### config.mk
export PLATFORM = sky130hd
export DESIGN_NAME = sound_frame_scheduler
export DESIGN_NICKNAME = d
export VERILOG_FILES = /design/src/rtl/sound_frame_scheduler_pkg.sv /design/src/rtl/sample_tick_gen.sv /design/src/rtl/sound_frame_scheduler.sv
export SDC_FILE = /design/constraint.sdc
export NUM_CORES = 1
export LEC_CHECK = 0
export CORE_ASPECT_RATIO = 0.7
export CORE_MARGIN = 4
export CORE_UTILIZATION = 57
export CTS_BUF_LIST = sky130_fd_sc_hd__clkbuf_4 sky130_fd_sc_hd__clkbuf_8 sky130_fd_sc_hd__clkbuf_16
export DETAILED_ROUTE_END_ITERATION = 6
export HOLD_SLACK_MARGIN = 0.1
export PLACE_DENSITY = 0.83
export SLEW_MARGIN = 10
export SYNTH_ARGS = -nofsm -noshare
export SYNTH_HDL_FRONTEND = slang
export SYNTH_SLANG_ARGS = --single-unit
### constraint.sdc
create_clock -name clkIn -period 3.8 [get_ports clkIn]
set_clock_uncertainty 0.2 [all_clocks]
set_input_delay 0.76 -clock clkIn [delete_from_list [all_inputs] [get_ports clkIn]]
set_output_delay 0.76 -clock clkIn [all_outputs]
set_load 0.01 [all_outputs]
### src/rtl/sound_frame_scheduler_pkg.sv
// -----------------------------------------------------------------------------
// sound_frame_scheduler_pkg
// Shared constants and types for the surround sound frame scheduler.
//   CLK_FREQ / SOUND_FREQ      : system clock and frame rate in Hz
//   SURROUND_CHANNELS          : default number of surround channels
//   SAMPLE_WIDTH               : default bits per sample
//   fetch_state_e              : frame-fetch FSM encoding
//   cycles_per_frame()         : strobe divider ratio (truncating)
// -----------------------------------------------------------------------------
package sound_frame_scheduler_pkg;

  localparam int CLK_FREQ          = 100_000_000;
  localparam int SOUND_FREQ        = 44_100;
  localparam int SURROUND_CHANNELS = 4;
  localparam int SAMPLE_WIDTH      = 16;

  typedef enum logic {
    ST_IDLE  = 1'b0,
    ST_FETCH = 1'b1
  } fetch_state_e;

  function automatic int cycles_per_frame(input int clk_in, input int clk_out);
    return clk_in / clk_out;
  endfunction

endpackage

### src/rtl/sample_tick_gen.sv
// -----------------------------------------------------------------------------
// sample_tick_gen
// Divides the system clock down to a one-cycle frame strobe.
//   clkIn      in  : system clock (rising edge)
//   rstN       in  : asynchronous active-low reset
//   enable     in  : counts while high, holds while low
//   sampleTick out : registered strobe, high for one cycle at each wrap
// -----------------------------------------------------------------------------
module sample_tick_gen #(
  parameter int Cycles = 2267
) (
  input  logic clkIn,
  input  logic rstN,
  input  logic enable,
  output logic sampleTick
);

  localparam int CntW = (Cycles > 1) ? $clog2(Cycles) : 1;
  localparam logic [CntW-1:0] LastCnt = CntW'(Cycles - 1);

  logic [CntW-1:0] cnt_q, cnt_d;
  logic            tick_q, tick_d;

  always_comb begin
    cnt_d  = cnt_q;
    tick_d = 1'b0;
    if (enable) begin
      if (cnt_q == LastCnt) begin
        cnt_d  = '0;
        tick_d = 1'b1;
      end else begin
        cnt_d = cnt_q + 1'b1;
      end
    end
  end

  always_ff @(posedge clkIn or negedge rstN) begin
    if (!rstN) begin
      cnt_q  <= '0;
      tick_q <= 1'b0;
    end else begin
      cnt_q  <= cnt_d;
      tick_q <= tick_d;
    end
  end

  assign sampleTick = tick_q;

endmodule

### src/rtl/sound_frame_scheduler.sv
// -----------------------------------------------------------------------------
// sound_frame_scheduler
// On each frame strobe, polls every surround channel's sample source in
// round-robin order and publishes one aligned multi-channel frame.
//   clkIn, rstN      in  : system clock, asynchronous active-low reset
//   enable           in  : runs the strobe divider
//   clearFlags       in  : clears the sticky underrun/overrun flags
//   sampleTick       out : one-cycle frame strobe
//   sampleReq        out : request to the sample source
//   sampleCh         out : channel index being requested
//   sampleAck        in  : sample source acknowledge
//   sampleData       in  : sample value, valid while sampleAck is high
//   frameData        out : published frame, channel 0 in the LSBs
//   frameValid       out : one-cycle pulse marking a new frame
//   underrun         out : sticky, a channel timed out
//   overrun          out : sticky, a strobe arrived mid-frame
//   stateDbg         out : current fetch FSM state (debug)
//
// Handshake: a sample transfers on a rising edge where sampleReq and
// sampleAck are both high. sampleReq stays high (with sampleCh updated)
// back-to-back across channels; sampleAck while sampleReq is low is ignored.
// -----------------------------------------------------------------------------
module sound_frame_scheduler
  import sound_frame_scheduler_pkg::*;
#(
  parameter int ClkInFreq   = CLK_FREQ,
  parameter int ClkOutFreq  = SOUND_FREQ,
  parameter int Channels    = SURROUND_CHANNELS,
  parameter int SampleWidth = SAMPLE_WIDTH,
  parameter int AckTimeout  = 8
) (
  input  logic                            clkIn,
  input  logic                            rstN,
  input  logic                            enable,
  input  logic                            clearFlags,
  output logic                            sampleTick,
  output logic                            sampleReq,
  output logic [$clog2(Channels)-1:0]     sampleCh,
  input  logic                            sampleAck,
  input  logic [SampleWidth-1:0]          sampleData,
  output logic [Channels*SampleWidth-1:0] frameData,
  output logic                            frameValid,
  output logic                            underrun,
  output logic                            overrun,
  output logic                            stateDbg
);

  localparam int Cycles = cycles_per_frame(ClkInFreq, ClkOutFreq);
  localparam int ChW    = $clog2(Channels);
  localparam int WaitW  = (AckTimeout > 1) ? $clog2(AckTimeout) : 1;
  localparam logic [ChW-1:0]   LastCh  = ChW'(Channels - 1);
  localparam logic [WaitW-1:0] WaitMax = WaitW'(AckTimeout - 1);

  logic tick;

  sample_tick_gen #(
    .Cycles(Cycles)
  ) u_tick_gen (
    .clkIn     (clkIn),
    .rstN      (rstN),
    .enable    (enable),
    .sampleTick(tick)
  );

  fetch_state_e                  state_q, state_d;
  logic [ChW-1:0]                ch_q, ch_d;
  logic [WaitW-1:0]              wait_q, wait_d;
  logic [SampleWidth-1:0]        buf_q [Channels];
  logic [SampleWidth-1:0]        buf_d [Channels];
  logic [Channels*SampleWidth-1:0] frame_q, frame_d;
  logic                          valid_q, valid_d;
  logic                          under_q, under_d;
  logic                          over_q, over_d;
  logic                          under_set, over_set;
  logic                          xfer, tout;

  assign xfer = (state_q == ST_FETCH) && sampleAck;
  assign tout = (state_q == ST_FETCH) && !sampleAck && (wait_q == WaitMax);

  always_comb begin
    state_d   = state_q;
    ch_d      = ch_q;
    wait_d    = wait_q;
    buf_d     = buf_q;
    frame_d   = frame_q;
    valid_d   = 1'b0;
    under_set = 1'b0;
    over_set  = 1'b0;
    case (state_q)
      ST_IDLE: begin
        if (tick) begin
          state_d = ST_FETCH;
          ch_d    = '0;
          wait_d  = '0;
        end
      end
      ST_FETCH: begin
        // A strobe mid-frame is dropped; the current frame carries on.
        if (tick) over_set = 1'b1;
        if (xfer || tout) begin
          // A timed-out channel contributes silence to the frame.
          buf_d[ch_q] = xfer ? sampleData : '0;
          wait_d      = '0;
          under_set   = tout;
          if (ch_q == LastCh) begin
            for (int i = 0; i < Channels; i++) begin
              frame_d[i*SampleWidth +: SampleWidth] = buf_d[i];
            end
            valid_d = 1'b1;
            state_d = ST_IDLE;
            ch_d    = '0;
          end else begin
            ch_d = ch_q + 1'b1;
          end
        end else begin
          wait_d = wait_q + 1'b1;
        end
      end
      default: state_d = ST_IDLE;
    endcase
    // Set has priority over a simultaneous clear.
    under_d = (under_q && !clearFlags) || under_set;
    over_d  = (over_q && !clearFlags) || over_set;
  end

  always_ff @(posedge clkIn or negedge rstN) begin
    if (!rstN) begin
      state_q <= ST_IDLE;
      ch_q    <= '0;
      wait_q  <= '0;
      for (int i = 0; i < Channels; i++) buf_q[i] <= '0;
      frame_q <= '0;
      valid_q <= 1'b0;
      under_q <= 1'b0;
      over_q  <= 1'b0;
    end else begin
      state_q <= state_d;
      ch_q    <= ch_d;
      wait_q  <= wait_d;
      for (int i = 0; i < Channels; i++) buf_q[i] <= buf_d[i];
      frame_q <= frame_d;
      valid_q <= valid_d;
      under_q <= under_d;
      over_q  <= over_d;
    end
  end

  assign sampleTick = tick;
  assign sampleReq  = (state_q == ST_FETCH);
  assign sampleCh   = (state_q == ST_FETCH) ? ch_q : '0;
  assign frameData  = frame_q;
  assign frameValid = valid_q;
  assign underrun   = under_q;
  assign overrun    = over_q;
  assign stateDbg   = state_q;

endmodule

==> results.cfg <==
[run_status]
status = finished clean

[routing]
drt_iter0_drc = 342
vias_per_cell = 5.87
first_pass_iters = 4
wirelength_um = 13500
wire_per_inst_um = 19.2
vias = 4126
antenna_left = 0
drcViolationCount = 0

[placed_design]
post-dp-hpwl_um = 8790
port_buffers = 92
gp_congestion = 0.793

[global_route]
antenna_found_initial = 0
grt_max_degree = 114
gr-total-overflow = 0
grt_pass1_wl_um = 22200
grt_pass1_vias = 4222
grt_use_total_pct = 24.1

[pwr]
p_comb_share_pct = 34.4
p_leak_nw = 3.38
p_int_mw = 4.12
ir_drop_mv = 0.437
p_sw_share_pct = 32.4
power_frac_seq_pct = 39.9
p_clk_share_pct = 25.7
p_switching_mw = 1.97
power.density_nw_per_um2 = 845

[layout]
postLayoutCoreUtil_pct = 73.7
fin_nets = 591
n_antenna_cell = 0
drive_gt1_share_pct = 8.70
syn_to_final_growth_pct = 25.0

[sta]
fmax_mhz = 340
finalSetupTns_ns = 0
rsz0062_at_grt = false
fin_crit_sh_pct = 77.5
fin_crit_ns = 2.94
tightest_slew_ns = 1.06
max-slew-margin-rel_pct = 29.6
finalHoldViolCount = 0
slew_viol_final = 0
setup_violations = 0

[yosys]
synth_edf_count = 0
syn_inst = 495
synth_nets = 524
yosysUniqueCellTypes = 38
synth_most_common_cell = dfrtp_1
synth_warnings = 0
async_flop_share_pct = 100
syn-cell-area_um2 = 5780
synth.area.top_cells = dfrtp_1, a22o_1, mux2i_1
ys_ff_latch = 134
avgSynthCellArea_um2 = 11.7
synth_top_area_share_pct = 58.1
ys_top_cells_by_count = dfrtp_1, a22o_1, nand2_1
yosysTopAreaCell = dfrtp_1
ys.flop_type = dfrtp_1
seq_area_frac_synth_pct = 58.1

[cts]
cts_inserted_buffers = 17
cts-root-buf = clkbuf_16
ctsHoldBuffers = 0
clk_latency_ns = 0.41
htreeDepth = 4
ctsResizeCount = 0
cts.reportedPaths.clkPinSlew_ns = 0.06
cts_setup_buffers = 0
cts_buffer_depth = 2
cts_tree = done
cts_sinks = 134

[setup_path]
path_delay_family = flip-flops
crit_slowest_cell = dfrtp_1
timing.rr.end = frameData[48]$_DFFE_PN0P_
cp.required_ns = 2.84
cp_max_fo = 29
max_stage_delay_ns = 0.79
worstPathCellList = and2_1, clkdlybuf4s50_1
rr_worst_depth = 3
criticalPathCategory = register to output pin
worstPathBufferInverterCount = 1
setup.worst_path.start_class = register
worstPathArrival_ns = 1.98
r2r-start = sampleReq$_DFF_PN0_
critPathCaptureType = output pin
reg2reg_slack_ns = 1.29

[floorplan]
die_y_um = 92.2
dieArea_um2 = 11800
fp.coreArea_um2 = 9800
start_util_pct = 59.0
rows = 30
ios = 93
fp.dieW_um = 128

[worst_hold_path]
hold_start = frameData[17]$_DFFE_PN0P_
hold_path_class = register to register
hold_end = frameData[17]$_DFFE_PN0P_
min_path_cells = 2

[run]
drv_cap = 0
-- routing by layer --
layer / track usage [%] / routed length (um)
met2: 36.5 / 6180
met1: 34.9 / 6260
met5: 0 / 0
met4: 6.89 / 160
met3: 5.88 / 867
-- tightest hold or removal path, delay by kind of cell (launching register included) --
kind | cells | cell delay (ns)
AOI/OAI and AO/OA | 1 | 0.06
DFF | 1 | 0.34
and+or+nand+nor | 1 | 0.04
-- sequential cells by signal, indices dropped and copies added (netlist names) --
signal and cells:
buf_q 48, ch_q 2, frameData 64, frameValid 1, overrun 1, sampleReq 1, u_tick_gen.cnt_q 12, u_tick_gen.sampleTick 1
underrun 1, wait_q 3
-- through the flow --
| stage | hold WS (ns) | area [um2] | setup slack [ns] | cells | power, mW |
|---|---|---|---|---|---|
| floorplan | 0.256 | 5780 | 1.87 | 495 | 3.57 |
| global placement | 0.262 | 6640 | 0.868 | 671 | 4.41 |
| detailed placement | 0.271 | 6640 | 0.746 | 671 | 4.52 |
| CTS | 0.283 | 7220 | 0.868 | 703 | 6.11 |
| global route | 0.306 | 7220 | 0.755 | 703 | 6.43 |
| finish | 0.280 | 7220 | 0.856 | 703 | 6.10 |
-- cell usage in the layout (no fill, tap or decap), drive strengths merged --
cell / count
nand4bb: 1
a32o: 2
nor3: 2
nand2: 60
xnor2: 4
and3: 18
a21oi: 1
nor2: 12
clkinv: 4
ha: 8
nand2b: 2
dfrtp: 134
nand3: 1
a22o: 66
or3: 2
xor2: 3
buf: 10
clkinvlp: 3
nand4: 4
a21o: 2
mux2: 1
mux2i: 49
bufinv: 1
o21ai: 52
nor4: 2
o22ai: 1
clkdlybuf4s50: 91
and2: 3
o21a: 1
nor3b: 1
nand3b: 2
clkbuf: 24
inv: 8
-- area by class of cell --
class	instances	area, um2
flip-flops and latches	134	3350
inverters	8	30.0
well taps	128	160
clock buffers	24	503
multi-input cells	300	2110
fillers	626	2580
clock inverters	8	72.6
repair buffers	101	986
-- power by group through the flow --
stage	registers, mW	clock network [mW]	logic, mW
after CTS	2.42	1.58	2.12
final	2.43	1.57	2.10
after floorplan	2.44	0	1.13
after global placement	2.40	0	2.02
after detailed placement	2.42	0	2.10
after global routing	2.50	1.65	2.28
-- cells by family after synthesis --
logic type	synth area share [%]
AOI/OAI and AO/OA	15.5
xor gates and xnor gates	1.06
adders and majority gates	1.73
buffers and inverters	5.46
DFF	58.1
muxes	8.75
and+or+nand+nor	9.47
-- worst max path at each step --
| stage | from | to | slack (ns) | depth (start not counted) |
|---|---|---|---|---|
| after floorplan | sampleReq$_DFF_PN0_ | sampleCh[0] | 1.87 | 3 |
| after global placement | sampleAck | frameData[60]$_DFFE_PN0P_ | 0.87 | 5 |
| after detailed placement | sampleAck | frameData[12]$_DFFE_PN0P_ | 0.75 | 5 |
| after CTS | sampleReq$_DFF_PN0_ | sampleCh[0] | 0.87 | 2 |
| after global routing | sampleReq$_DFF_PN0_ | sampleCh[0] | 0.76 | 2 |
| final | sampleReq$_DFF_PN0_ | sampleCh[0] | 0.86 | 2 |
No activity file was read; power rests on OpenSTA's default activity.
